`src/rtl/display_pkg.sv`:
```
// Shared definitions for the BCD display stage: segment patterns, FSM states
// and a helper that sizes the digit count for a given binary width.
package display_pkg;

    // Active-low segment patterns, bit 0 = segment a ... bit 6 = segment g
    localparam logic [6:0] SEG_0   = 7'b1000000;
    localparam logic [6:0] SEG_1   = 7'b1111001;
    localparam logic [6:0] SEG_2   = 7'b0100100;
    localparam logic [6:0] SEG_3   = 7'b0110000;
    localparam logic [6:0] SEG_4   = 7'b0011001;
    localparam logic [6:0] SEG_5   = 7'b0010010;
    localparam logic [6:0] SEG_6   = 7'b0000010;
    localparam logic [6:0] SEG_7   = 7'b1111000;
    localparam logic [6:0] SEG_8   = 7'b0000000;
    localparam logic [6:0] SEG_9   = 7'b0010000;
    localparam logic [6:0] SEG_OFF = 7'b1111111;

    typedef enum logic [1:0] {
        S_IDLE  = 2'd0,
        S_SHIFT = 2'd1,
        S_DONE  = 2'd2
    } state_t;

    function automatic int min_digits(input int width);
        longint unsigned max_val;
        longint unsigned lim;
        int              d;
        max_val = (longint'(1) << width) - 1;
        lim     = 10;
        d       = 1;
        while (lim <= max_val) begin
            d   = d + 1;
            lim = lim * 10;
        end
        return d;
    endfunction

endpackage

```
`src/rtl/count_bcd_display_bcd_to_seg7.sv`:
```
// Combinational 4-bit BCD to active-low seven-segment decoder.
module bcd_to_seg7
    import display_pkg::*;
(
    input  logic [3:0] i_bcd,
    output logic [6:0] o_seg
);

    always_comb begin
        case (i_bcd)
            4'd0:    o_seg = SEG_0;
            4'd1:    o_seg = SEG_1;
            4'd2:    o_seg = SEG_2;
            4'd3:    o_seg = SEG_3;
            4'd4:    o_seg = SEG_4;
            4'd5:    o_seg = SEG_5;
            4'd6:    o_seg = SEG_6;
            4'd7:    o_seg = SEG_7;
            4'd8:    o_seg = SEG_8;
            4'd9:    o_seg = SEG_9;
            default: o_seg = SEG_OFF;
        endcase
    end

endmodule

```
`src/rtl/count_bcd_display.sv`:
```
// Sequential binary-to-BCD (double-dabble, one bit per clock) converter that
// drives active-low seven-segment patterns and holds the last result.
module count_bcd_display
    import display_pkg::*;
#(
    parameter int WIDTH  = 8,
    parameter int DIGITS = 3
)(
    input  logic                  clk,
    input  logic                  clr,
    input  logic                  start,
    input  logic [WIDTH-1:0]      bin,
    output logic                  busy,
    output logic                  done,
    output logic [4*DIGITS-1:0]   bcd,
    output logic [7*DIGITS-1:0]   hex
);

    localparam int CNT_W = $clog2(WIDTH + 1);

    state_t                r_state;
    state_t                w_next;
    logic [CNT_W-1:0]      r_bitcnt;
    logic [WIDTH-1:0]      r_shift;
    logic [4*DIGITS-1:0]   r_scratch;
    logic [4*DIGITS-1:0]   w_adj;
    logic [4*DIGITS-1:0]   r_bcd;
    logic [7*DIGITS-1:0]   r_hex;
    logic [7*DIGITS-1:0]   w_seg;
    logic                  r_done;

    always_ff @(posedge clk or posedge clr) begin
        if (clr) r_state <= S_IDLE;
        else     r_state <= w_next;
    end

    always_comb begin
        w_next = r_state;
        case (r_state)
            S_IDLE:  if (start) w_next = S_SHIFT;
            S_SHIFT: if (r_bitcnt == CNT_W'(1)) w_next = S_DONE;
            S_DONE:  w_next = S_IDLE;
            default: w_next = S_IDLE;
        endcase
    end

    always_comb begin
        busy = (r_state != S_IDLE);
        done = r_done;
        bcd  = r_bcd;
        hex  = r_hex;
    end

    // Add-3 correction on every digit before the shift, all digits in parallel
    always_comb begin
        w_adj = r_scratch;
        for (int d = 0; d < DIGITS; d++) begin
            if (r_scratch[4*d +: 4] >= 4'd5)
                w_adj[4*d +: 4] = r_scratch[4*d +: 4] + 4'd3;
        end
    end

    always_ff @(posedge clk or posedge clr) begin
        if (clr) begin
            r_bitcnt  <= '0;
            r_shift   <= '0;
            r_scratch <= '0;
            r_bcd     <= '0;
            r_hex     <= {DIGITS{SEG_0}};
            r_done    <= 1'b0;
        end else begin
            r_done <= (r_state == S_DONE);
            case (r_state)
                S_IDLE: begin
                    if (start) begin
                        r_shift   <= bin;
                        r_scratch <= '0;
                        r_bitcnt  <= CNT_W'(WIDTH);
                    end
                end
                S_SHIFT: begin
                    {r_scratch, r_shift} <= {w_adj[4*DIGITS-2:0], r_shift, 1'b0};
                    r_bitcnt             <= r_bitcnt - CNT_W'(1);
                end
                S_DONE: begin
                    r_bcd <= r_scratch;
                    r_hex <= w_seg;
                end
                default: ;
            endcase
        end
    end

    // Decoders see the registered scratch digits; outputs capture them in DONE
    for (genvar g = 0; g < DIGITS; g++) begin : g_dec
        bcd_to_seg7 u_dec (
            .i_bcd (r_scratch[4*g +: 4]),
            .o_seg (w_seg[7*g +: 7])
        );
    end

endmodule

```
`config.mk`:
```
export PLATFORM = sky130hd
export DESIGN_NAME = count_bcd_display
export DESIGN_NICKNAME = d
export VERILOG_FILES = /design/src/rtl/display_pkg.sv /design/src/rtl/count_bcd_display_bcd_to_seg7.sv /design/src/rtl/count_bcd_display.sv
export SDC_FILE = /design/constraint.sdc
export NUM_CORES = 1
export LEC_CHECK = 0
export ABC_AREA = 1
export CAP_MARGIN = 20
export CORE_MARGIN = 5
export CORE_UTILIZATION = 50
export DETAILED_ROUTE_END_ITERATION = 8
export HOLD_SLACK_MARGIN = 0.05
export PLACE_DENSITY_LB_ADDON = 0.15
export SYNTH_ARGS = -nofsm -noshare
export SYNTH_HDL_FRONTEND = slang
export SYNTH_SLANG_ARGS = --single-unit
```
`constraint.sdc`:
```
create_clock -name clk -period 5.2 [get_ports clk]
set_clock_uncertainty 0.1 [all_clocks]
set_input_delay 1.04 -clock clk [delete_from_list [all_inputs] [get_ports clk]]
set_output_delay 1.04 -clock clk [all_outputs]
set_load 0.02 [all_outputs]
```
==> flow_summary_export.csv <==
group,metric,value,unit
place,pre_cts_slack,2.74,ns
yosys,synth-compound-area-share,11.3,%
finish,drive_above_1_share,7.71,%
yosys,synth_mux_area_share,0,%
power,pwr-share-seq,34.9,%
critical_path,path_cells,"nor2_1 -> inv_1 -> clkdlybuf4s50_1",
critical_path,slowest_delay,0.53,ns
yosys,synth_fa_ha_area_share,7.09,%
critical_path,critPathCaptureType,"primary output",
sta,layout_setup_ws,2.50,ns
min_path,hold_path_depth,2,
global_route,antenna_found_initial,0,
clock_tree,cts_hold_buf,0,
sta,relSlewSlack,48.6,%
yosys,syn_area,3000,µm²
routing,vias_per_cell,5.07,
power,ir_drop,0.293,mV
routing,route.met2.wl,2520,µm
power,power.density,660,nW/µm²
sta,rsz0062_at_grt,"false",
routing,ant_nets,0,
critical_path,slowest_stage,"clkdlybuf4s50_1",
routing,drt_first_pass_iters,4,
yosys,yosysUniqueCellTypes,23,
yosys,ys_ff_latch,60,
critical_path,cp-start-kind,"flip-flop",
power,p_leak,1.76,nW
run_status,outcome,"finished clean",
job,drv_cap,0,
power,combPwrFrac,50.2,%
yosys,ys_seq_area_share,50.2,%
floorplan,die_w,87.5,µm
clock_tree,ctsResizeCount,0,
routing,drt_wl_total,6080,µm
routing,first_iter_violations,138,
finish,final_area,3640,µm²
finish,fin_nets,438,
routing,wl_met3,367,µm
global_route,grt_overflow,0,
floorplan,start_util,51.0,%
routing,wl_met1,3080,µm
global_route,grtUsageTotal,17.6,%
critical_path,required,4.06,ns
finish,n_antenna_cell,0,
sta,fin_crit_sh,51.9,%
global_route,grt_pass1_vias,2296,
clock_tree,cts.sinks,60,
sta,min_period,2.70,ns
power,switching_share,43.7,%
routing,vias,2484,
routing,top_layer_used,"met4",
floorplan,die_height,87.5,µm
yosys,mappedNetlistNets,392,
clock_tree,h-tree-depth,3,
critical_path,cp_max_fo,4,
place,dpl-instance-area,3470,µm²
global_route,grt_max_degree,36,
sta,setup_tns,0,ns
place,place_congestion,0.854,
finish,multi_input_area,1280,µm²
sta,hold_ws,0.372,ns
routing,route.detailed.drc,0,
routing,wl_per_cell,12.4,µm
yosys,synthXorXnorAreaFrac,0,%
clock_tree,cts_buffers,9,
clock_tree,cts_buffer_depth,2,
finish,register_area,1510,µm²
yosys,synth_top_family_by_area,"simple AND/OR/NAND/NOR gates",
floorplan,core_area,5890,µm²
place,io_buffers,45,
finish,syn2layout_area_growth,21.2,%
floorplan,die_area,7650,µm²
yosys,ys_warn_count,0,
sta,drv_slew,0,
clock_tree,cts_setup_buffers,0,
power,internal-power,1.35,mW
power,clkPwrFrac,15.0,%
sta,tightest_slew,0.769,ns
yosys,synth-simple-area-share,24.2,%
finish,num-fill-cells,531,
place,place_hpwl,4220,µm
sta,clock.fmax,371,MHz
floorplan,io_pins,46,
clock_tree,clk_pin_slew,0.07,ns
yosys,synth.avg_cell_area,8.24,µm²
sta,finalHoldViolations,0,
global_route,grt_pass1_wl,10600,µm
min_path,hold_path_class,"flip-flop to flip-flop",
critical_path,reg2regPathDepth,4,
critical_path,worstSetupPathType,"flip-flop to primary output",
critical_path,r2r_slack,3.09,ns
floorplan,num_rows,28,
critical_path,critical_path_arrival,1.56,ns
clock_tree,clk_latency,0.32,ns
yosys,synthCells,364,
clock_tree,cts_root_buffer,"clkbuf_8",
power,switching_power,1.05,mW
clock_tree,cts_tree,"built",
sta,setup_viol_count_final,0,
-- cells in the mapped netlist, drive strengths merged --
master  number  share of area [%]
nor3         2               0.33
o22ai        1               0.21
o21ai       46                7.7
or2          1               0.21
o21a         1               0.25
nand2       91                 12
dfrtp       57                 48
buf         11                2.8
nand3       41                6.8
a21oi       18                3.1
nor2        39                5.1
ha          17                7.1
dfstp        3                2.6
clkinv       2               0.25
inv         34                4.3
-- registers in the layout, summed over array words and instances, names as in the netlist --
signal     cells
r_bitcnt       4
r_shift        8
r_scratch     12
done           1
r_state        2
bcd           12
hex           21
-- layer usage --
| metal | vias up | GRT usage, % |
|---|---|---|
| li1 | 1273 | - |
| met1 | 1134 | 25.8 |
| met2 | 67 | 25.8 |
| met3 | 10 | 3.31 |
| met4 | 0 | 6.69 |
| met5 | - | 0 |
-- path summary, 6_finish.rpt --
check | endpoint | start
setup reg to reg | hex[17] | r_state[0]
min in group asynchronous | hex[5] | clr
hold / removal | r_shift[0] | r_shift[0]
setup / recovery | busy | r_state[0]
hold reg to reg | r_shift[0] | r_shift[0]
max in group asynchronous | hex[13] | clr
-- layout by cell type, fill, tap and decap left out --
master and n:
inv_1 27, clkinv_1 2, a21oi_2 1, dfrtp_1 57, nor2_4 1, clkdlybuf4s50_1 45, nor2_1 38, nand3_1 41
nand2_2 1, dfstp_2 3, o21ai_0 37, clkbuf_8 10, o21ai_1 9, o22ai_1 1, nand2_1 89, o21a_1 1
a21oi_1 17, nor3_1 2, buf_4 1, nand2_4 1, inv_2 7, clkinv_2 6, or2_2 1, ha_1 17
-- kinds of logic (layout without fill, tap and decap cells) --
kind of cell,after synthesis,in the layout
AND/OR/NAND/NOR,174,174
AO/OA/AOI/OAI,66,66
flip-flops,60,60
buffers and inverters,47,98
adder cells (fa/ha/maj),17,17
-- worst max-delay path: cells and delay by family (launching register included) --
| family | cells | cell delay, ns |
|---|---|---|
| buffers and inverters | 2 | 0.59 |
| flip-flops | 1 | 0.44 |
| AND/OR/NAND/NOR | 1 | 0.20 |
-- area by class of cell --
| cell class | instances | area share (%) |
|---|---|---|
| Sequential cell | 60 | 41.4 |
| Multi-Input combinational cell | 257 | 35.1 |
| Timing Repair Buffer | 46 | 12.6 |
| Clock buffer | 10 | 3.78 |
| Inverter | 36 | 3.72 |
| Tap cell | 75 | 2.58 |
| Clock inverter | 6 | 0.826 |
-- power by group through the flow --
stage | combinational (mW) | clock [mW] | sequential (mW)
2_1_floorplan | 0.715 | 0 | 0.944
3_3_place_gp | 1.19 | 0 | 0.839
3_5_place_dp | 1.21 | 0 | 0.844
4_1_cts | 1.21 | 0.368 | 0.837
5_1_grt | 1.38 | 0.387 | 0.871
6_report | 1.20 | 0.359 | 0.837
-- stage by stage --
step,util [%],power [mW],instances
6_report,61.8,2.40,490
5_1_grt,61.8,2.64,490
2_1_floorplan,-,1.66,364
3_3_place_gp,58.9,2.03,474
3_5_place_dp,58.9,2.05,474
4_1_cts,61.8,2.42,490
Power figures use the tool's default switching activity.
